File: config.mk
export PLATFORM = sky130hd
export DESIGN_NAME = ifetch_unit
export DESIGN_NICKNAME = d
export VERILOG_FILES = /design/src/rtl/cpu_pkg.sv /design/src/rtl/branch_cond.sv /design/src/rtl/ifetch_unit.sv
export SDC_FILE = /design/constraint.sdc
export NUM_CORES = 1
export LEC_CHECK = 0
export BUFFER_PORTS_ARGS = -buffer_cell sky130_fd_sc_hd__buf_2
export CORE_ASPECT_RATIO = 0.5
export CORE_MARGIN = 2
export CORE_UTILIZATION = 54
export CTS_CLUSTER_DIAMETER = 30
export DETAILED_ROUTE_END_ITERATION = 16
export GPL_TIMING_DRIVEN = 0
export PLACE_DENSITY = 0.95
export SYNTH_ARGS = -nofsm -noshare
export SYNTH_HDL_FRONTEND = slang
export SYNTH_SLANG_ARGS = --single-unit
export TNS_END_PERCENT = 30
File: constraint.sdc
create_clock -name clk -period 10.5 [get_ports clk]
set_input_delay 0.525 -clock clk [delete_from_list [all_inputs] [get_ports clk]]
set_output_delay 0.525 -clock clk [all_outputs]
set_load 0.05 [all_outputs]
File: src/rtl/cpu_pkg.sv
// Shared types and constants for the CPU front end: fetch FSM states,
// branch condition codes and the next-PC target arithmetic.
package cpu_pkg;

   typedef enum logic [1:0] {
      FETCH = 2'd0,
      EXEC  = 2'd1,
      HALT  = 2'd2
   } fetch_state_t;

   typedef enum logic [2:0] {
      PC_HOLD   = 3'd0,
      PC_SEQ    = 3'd1,
      PC_BRANCH = 3'd2,
      PC_JUMP   = 3'd3,
      PC_JREG   = 3'd4
   } pc_sel_t;

   localparam logic [2:0] BR_BEQ  = 3'b000;
   localparam logic [2:0] BR_BNE  = 3'b001;
   localparam logic [2:0] BR_BGTZ = 3'b010;
   localparam logic [2:0] BR_BGEZ = 3'b011;
   localparam logic [2:0] BR_BLTZ = 3'b100;
   localparam logic [2:0] BR_BLEZ = 3'b101;

   localparam logic [31:0] RESET_PC_DEFAULT = 32'h0000_3000;

   // Word offset is sign-extended and scaled; the add wraps modulo 2^32.
   function automatic logic [31:0] branch_target(input logic [31:0] pc_4,
                                                 input logic [15:0] imm);
      logic [31:0] offset;
      offset = {{14{imm[15]}}, imm, 2'b00};
      return pc_4 + offset;
   endfunction

   function automatic logic [31:0] jump_target(input logic [3:0]  pc_hi,
                                               input logic [25:0] index);
      return {pc_hi, index, 2'b00};
   endfunction

endpackage

File: src/rtl/branch_cond.sv
// Branch condition evaluator: decides whether the condition selected by
// the branch code holds for the register operands.
module branch_cond
   import cpu_pkg::*;
(
   input  logic [2:0]  code,
   input  logic [31:0] bus_a,
   input  logic [31:0] bus_b,
   output logic        taken
);

   logic signed [31:0] a_signed;

   assign a_signed = $signed(bus_a);

   // Codes 110 and 111 are reserved and never taken.
   always_comb begin
      taken = 1'b0;
      case (code)
         BR_BEQ:  taken = (bus_a == bus_b);
         BR_BNE:  taken = (bus_a != bus_b);
         BR_BGTZ: taken = (a_signed > 32'sd0);
         BR_BGEZ: taken = (a_signed >= 32'sd0);
         BR_BLTZ: taken = (a_signed < 32'sd0);
         BR_BLEZ: taken = (a_signed <= 32'sd0);
         default: taken = 1'b0;
      endcase
   end

endmodule

File: src/rtl/ifetch_unit.sv
// Instruction fetch and next-PC stage: owns the PC, fetches over a req/ready
// handshake, holds the instruction for one execute cycle, then resolves the next PC.
module ifetch_unit
   import cpu_pkg::*;
#(
   parameter logic [31:0] RESET_PC = RESET_PC_DEFAULT
)
(
   input  logic        clk,
   input  logic        rst_n,
   output logic        imem_req,
   output logic [31:0] imem_addr,
   input  logic        imem_ready,
   input  logic [31:0] imem_rdata,
   output logic [31:0] instr,
   output logic        instr_valid,
   output logic [31:0] pc,
   output logic [31:0] pc_4,
   input  logic        exec_stall,
   input  logic [3:0]  branch,
   input  logic        jump,
   input  logic        jreg,
   input  logic        pc_wr,
   input  logic [31:0] bus_a,
   input  logic [31:0] bus_b,
   output logic        halted,
   output logic        fault
);

   fetch_state_t state;
   fetch_state_t state_next;
   pc_sel_t      pc_sel;
   logic [31:0]  pc_next;
   logic [31:0]  instr_next;
   logic         fault_next;
   logic         br_taken;

   branch_cond u_branch_cond (
      .code  (branch[3:1]),
      .bus_a (bus_a),
      .bus_b (bus_b),
      .taken (br_taken)
   );

   assign pc_4        = pc + 32'd4;
   assign imem_addr   = pc;
   assign imem_req    = rst_n && (state == FETCH);
   assign instr_valid = (state == EXEC);
   assign halted      = (state == HALT);

   always_ff @(posedge clk or negedge rst_n) begin
      if (!rst_n) begin
         state <= FETCH;
         pc    <= RESET_PC;
         instr <= 32'd0;
         fault <= 1'b0;
      end else begin
         state <= state_next;
         pc    <= pc_next;
         instr <= instr_next;
         fault <= fault_next;
      end
   end

   // A stalled execute cycle and every halt outcome keep the PC on the
   // current instruction, so a halt always reports where the core stopped.
   always_comb begin
      state_next = state;
      instr_next = instr;
      fault_next = fault;
      pc_sel     = PC_HOLD;
      case (state)
         FETCH: begin
            if (imem_ready) begin
               instr_next = imem_rdata;
               state_next = EXEC;
            end
         end
         EXEC: begin
            if (!exec_stall) begin
               state_next = FETCH;
               if (!pc_wr) begin
                  state_next = HALT;
               end else if (jump && jreg) begin
                  if (bus_a[1:0] != 2'b00) begin
                     state_next = HALT;
                     fault_next = 1'b1;
                  end else begin
                     pc_sel = PC_JREG;
                  end
               end else if (jump) begin
                  pc_sel = PC_JUMP;
               end else if (branch[0] && br_taken) begin
                  pc_sel = PC_BRANCH;
               end else begin
                  pc_sel = PC_SEQ;
               end
            end
         end
         HALT: begin
            state_next = HALT;
         end
         default: begin
            state_next = FETCH;
         end
      endcase
   end

   always_comb begin
      pc_next = pc;
      case (pc_sel)
         PC_SEQ:    pc_next = pc_4;
         PC_BRANCH: pc_next = branch_target(pc_4, instr[15:0]);
         PC_JUMP:   pc_next = jump_target(pc_4[31:28], instr[25:0]);
         PC_JREG:   pc_next = bus_a;
         default:   pc_next = pc;
      endcase
   end

endmodule

# Yosys cells after proc, flatten, opt, wreduce, memory -nomap -nowiden
# Index checks and enable logic that the tools add are counted.
[word_totals]
ff_bits = 67
output_inout_bits = 132
[classes]
addsub = 2
magnitude_cmp = 4
eq_ne = 15
n_mux = 15
bitwise = 1
reduce_logical = 10
[ops]
columns = ["operator", "n"]
rows = [
  ["32-bit one-hot mux with 4 select lines", 1],
  ["32-bit by 3-bit adder with 32-bit output (second input constant)", 1],
  ["32-bit adder", 1],
  ["32-bit == test", 1],
  ["32-bit by 1-bit greater-or-equal comparator with 1-bit output (second input constant)", 1],
  ["32-bit by 1-bit greater-than comparator with 1-bit output (second input constant)", 1],
  ["32-bit by 1-bit less-or-equal comparator with 1-bit output (second input constant)", 1],
  ["32-bit by 1-bit < comparator with 1-bit output (second input constant)", 1],
  ["32-bit inequality test", 1],
  ["3-bit two-way mux", 5],
  ["2-bit two-way mux", 7],
  ["3-bit by 2-bit == test with 1-bit output (second input constant)", 4],
  ["3-bit == test (second input constant)", 3],
  ["3-bit by 1-bit == test with 1-bit output (second input constant)", 2],
  ["1-bit one-hot mux with 6 select lines", 1],
  ["2-bit one-hot mux with 3 select lines", 1],
  ["5-bit AND reduction", 1],
  ["2-bit inequality test (second input constant)", 2],
  ["2-bit AND reduction", 2],
  ["4-bit nonzero test", 1],
  ["1-bit logical AND", 3],
  ["3-bit logical NOT", 1],
  ["2-bit by 1-bit == test with 1-bit output (second input constant)", 1],
  ["2-bit == test (second input constant)", 1],
  ["3 further kinds", 3],
]

# Depth between registers and ports, before layout
[depth]
word_depth = 11
ltp_mapped = 17
ltp_nobuf = 17

# Cells and area by module
# From an unflattened synthesis, not the netlist that was laid out.
[hier_totals]
cells_unflattened = 721
hier_area_um2 = 6291.0
[modules_own_cells]
columns = ["module", "n_inst", "cells_per_inst", "area_each_um2"]
rows = [
  ["ifetch_unit", 1, 655, 5795.6],
  ["branch_cond", 1, 66, 495.5],
]

# Worst setup path before layout
# Ideal clock, no wire load.
[synth_timing]
path_kind = "register to register"
from = "register pc[13] (netlist: imem_addr[13])"
to = "register pc[30] (netlist: imem_addr[30])"
setup_ps = 126
arrival_time_ps = 4687
t_required_ps = 10374
slack_ps = 5687
path_stages_with_launch = 16
period_less_slack_ps = 4813
cell_sequence = "dfstp_2 -> clkbuf_2 -> and4_1 -> and3_1 -> nand2_1 -> or3_4 -> nor2_1 -> xor2_1 -> ha_1 -> a2111oi_0 -> a21oi_1 -> and4b_1 -> nor3_1 -> o21ai_0 -> mux2i_1 -> o32a_1"
[synth_via]
elab_chain_len = 3
[synth_rtl]
columns = ["item", "line", "text"]
rows = [
  ["start, declared", "ifetch_unit.sv:17", "output logic [31:0] pc,"],
  ["start signal, assigned", "ifetch_unit.sv:59", "pc <= pc_next;"],
  ["32-bit by 3-bit adder with 32-bit output", "ifetch_unit.sv:45", "assign pc_4 = pc + 32'd4;"],
  ["net pc_4[25]", "ifetch_unit.sv:18", "output logic [31:0] pc_4,"],
  ["32-bit adder", "cpu_pkg.sv:33", "return pc_4 + offset;"],
  ["32-bit one-hot mux with 4 select lines", "ifetch_unit.sv:111", "case (pc_sel)"],
]
# The timed path passes the listed nets, and every way through them passes these cells.
# A chain may end at the register's enable or synchronous reset.

# Worst setup path after layout
[layout_timing]
from = "register pc[2] (netlist: imem_addr[2])"
to = "register pc[30] (netlist: imem_addr[30])"
[layout_via]
elab_chain_len = 3
[layout_rtl]
columns = ["item", "line"]
rows = [
  ["32-bit by 3-bit adder with 32-bit output (*)", "ifetch_unit.sv:45"],
  ["32-bit adder", "cpu_pkg.sv:33"],
  ["32-bit one-hot mux with 4 select lines (*)", "ifetch_unit.sv:111"],
]
# Every way passes the cells marked *; elsewhere a longest branch is shown, timed or not.

==> reports/summary.md <==
The flow ran to the end, and the final reports show no timing, DRC or antenna violations. The fraction of registers with async set or reset after synthesis is 100%. From bottom edge to top edge, the die measures 78.3 um. The tightest hold margin is 0.294 ns.

The count of flip-flops with a built-in enable after synthesis was 0; the met2 routing resource usage after global routing was 59.0%. The number of gates resized after CTS was 0. The number of warnings issued by yosys was 0. Synthesis handed over a netlist of 696 instances.

For the worst setup path, the data arrival time is 4.77 ns. STA classifies the critical path endpoint as a flop. The count of pins over their slew limit was 0.

In the layout the commonest cells are 241 x buf_2, 65 x dfrtp_1, 55 x nor2_1. The worst setup path is launched from a flop. The total count of hold-check failures in the final report was 0. 0 antenna diodes ended up in the layout. Setup repair after global routing left no endpoint under its margin.

The run gives 12.9% as the global routing usage on met3. TritonCTS built the clock tree. The wire length of the first global-routing pass is 35.3 mm, and the total nets after synthesis is 834. Peak-usage layer in the global routing report: met2. In the post-synthesis netlist, the biggest area contributors are dfrtp_1 27%, xor2_1 7.8%, ha_1 6.3%, mux2_2 5.7%, buf_4 4.8%. The ratio of routed vias to standard cells was 6.51; the setup violation total in the final timing report was 0.

In the synthesized netlist the dominant register cell turns out to be dfrtp_1. The remaining global-route overflow is 0. I/O pin count: 239.

The via count of the first global-routing pass is 6,819, and the number of antenna violations at the first check in global routing is 1. For the final database, setup skew stands at 0.00853 ns. The fraction of final layout cells sized beyond drive strength 1 was 36.2%. The arithmetic-cell share of the synthesized area counting full adders, half adders and majority gates is 6.63%. In this run the deepest clock path goes through 2 buffers. The pin count of the biggest net entering global routing came out at 69. The first detailed-routing pass took 7 iterations. Post-synthesis xor/xnor area fraction: 10.7%. Library cell occupying the most area in the post-synthesis netlist: dfrtp_1. The worst register-to-register path begins at imem_addr[2]. At the end of the flow the core is filled with cells to 70.4%. The library cell used most frequently in the layout, excluding fill and tap cells, is buf_2.

Of the total synthesized cell area, the portion taken by AND, OR, NAND and NOR gates is 19.8%. The worst setup path is of the reg -> reg kind. Clock tree synthesis selected as its root buffer the cell clkbuf_16. The netlist area before placement was 5960 um2; the aggregate routed wire length was 23.3 mm.

The clock net in this run drives a total of 67 sinks. The tools report the number of clock buffers inserted by TritonCTS as 9. Of the post-synthesis cell area, the part taken by muxes is 6.51%. The setup check on the worst reg-to-reg path leaves a slack of 5.96 ns.

After layout, the minimum clock period comes to 4.54 ns. The number of buffers inserted by post-CTS setup repair is 0, and the portion of synthesized cell area occupied by the leading cell type is 27.3%. The run gives 0 ns as the final total negative setup slack. For the overall die area, the log shows 11,900 um2. The tool flagged a number of max-cap violations equal to 0. The later pin in the worst-skew pair is clocked with a latency of 0.34 ns.

Dividing the detail-routed wire length by the instance count gives 21.3 um. Dominant combinational cell family by area after synthesis: compound AO/OA/AOI/OAI gates. The required time at the worst-slack endpoint was 10.72 ns; the total of fill cells in the finished design was 847. The die width came out at 153 um.

Counting cells, the worst reg-to-reg path comes to 17. Summing the areas of all compound-gate instances in the mapped netlist gives 20.8% of the synthesized area. Static timing analysis puts the maximum clock frequency at 220 MHz. At the pin with the least slew margin, the transition time is 1.01 ns. The number of port buffers works out to 238. The run gives 7,127 as the vias after detailed routing. In the routed design, unresolved DRC markers number 0. The run gives 54.8% as the starting density of the core. The average instance in the mapped netlist occupies 8.56 um2. The type of the tightest min-delay check was in -> async. Summing the sequential cell areas from Yosys gives 28.2% of the chip area.

Clock-pin slew was measured on the worst setup and hold paths at 0.06 ns. In this run, synthesis produced a sequential element count of 67. The net count of the finished layout is 1,083. After the first detailed-routing iteration, the DRC count stood at 807.

Headroom to the max-slew limit came out at 32.2%. The maximum level of the CTS H-tree was 3; the estimated wirelength of the detail-placed design was 17.6 mm. Routability-driven placement finished with a final weighted congestion of 1.08. The region available for standard cell placement spans 10,900 um2.

In this run the core area contains 27 standard-cell rows. The global-route total usage across every layer is 37.3%, and the number of hold buffers added after cts is 0. For met1 alone, demand over resource in global routing was 45.8%. The endpoint identified for the worst register-to-register timing path is imem_addr[30]. Of all nets on the critical path, the largest fanout is 7. From synthesis to final layout, the design area changed by 28.5%. The worst path uses 43.3% of the clock period. Once detail routing completed, the nets flagged for antenna violations numbered 0. Yosys mapped the design onto 69 distinct sky130hd cell types.
synthesized netlist by cell type (6+ instances only):
cell	number
dfrtp_1	65
nor2_1	55
nand2_1	53
xor2_1	53
a21oi_1	41
buf_4	38
ha_1	30
mux2_2	30
o21ai_0	30
nand3_1	28
xnor2_1	20
a31oi_1	19
inv_1	17
clkbuf_1	16
nor4_1	16
nor3_1	14
a221oi_1	12
a22oi_1	12
nand4_1	11
and3_1	10
a21o_1	8
a211oi_1	6
nand3b_1	6
o31ai_1	6
or3_1	6
worst max-delay path, stage by stage, from the launching register on:
cell,delay (ns)
dfrtp_1,0.47
ha_1,0.27
nand2_1,0.10
nor2_1,0.30
and2_1,0.25
nand3_1,0.21
nor2_1,0.51
xnor2_1,0.17
ha_1,0.41
o21ai_0,0.12
nand2b_1,0.08
a21oi_1,0.07
a21oi_1,0.25
and4b_1,0.27
nor3_1,0.24
o21ai_0,0.20
mux2i_1,0.16
o32a_1,0.35
worst max path at each step:
stage,slack (ns),endpoint,from,cells after the start
6_report,5.96,imem_addr[30],imem_addr[2],17
5_1_grt,5.61,imem_addr[30],imem_addr[2],17
4_1_cts,6.03,imem_addr[30],imem_addr[2],17
3_5_place_dp,6.08,imem_addr[30],imem_addr[2],17
3_3_place_gp,6.14,imem_addr[30],imem_addr[2],17
2_1_floorplan,5.69,imem_addr[30],imem_addr[13],15
metal layers:
metal	part of all wire [%]	wire, um
met5	0	0
met4	4.8	1120
met3	14	3160
met2	44	10400
met1	37	8650
kinds of logic (layout without fill, tap and decap cells):
group | Yosys count | after routing
flops | 67 | 67
buf+inv | 76 | 329
compound gates | 182 | 182
fa+ha+maj | 31 | 31
mux | 35 | 35
simple gates | 232 | 232
xor+xnor | 73 | 73
stage by stage:
stage	worst slack (ns)	cell area, um2	instances
after global placement	6.14	7330	1079
after global routing	5.61	7660	1094
after floorplan	5.69	5960	696
after CTS	6.03	7660	1094
final	5.96	7660	1094
after detailed placement	6.08	7340	1079
registers in the layout (all words and copies together), names as in the netlist:
name,cells
imem_addr,32
instr,32
state,2
fault,1
area by class of cell:
cell class                 instances  area (um2)  area share [%]
buffer                            59         370            4.84
clock buffer                      10         239            3.12
clock inverter                     5        77.6            1.01
inverter                          17        63.8           0.833
multi-input combinational        553        3850            50.3
sequential                        67        1680            21.9
tap                              145         181            2.37
timing repair buffer             238        1190            15.6
Power is not shown: default switching activity piles up to over one toggle a cycle in this logic, so the estimate is an artifact.
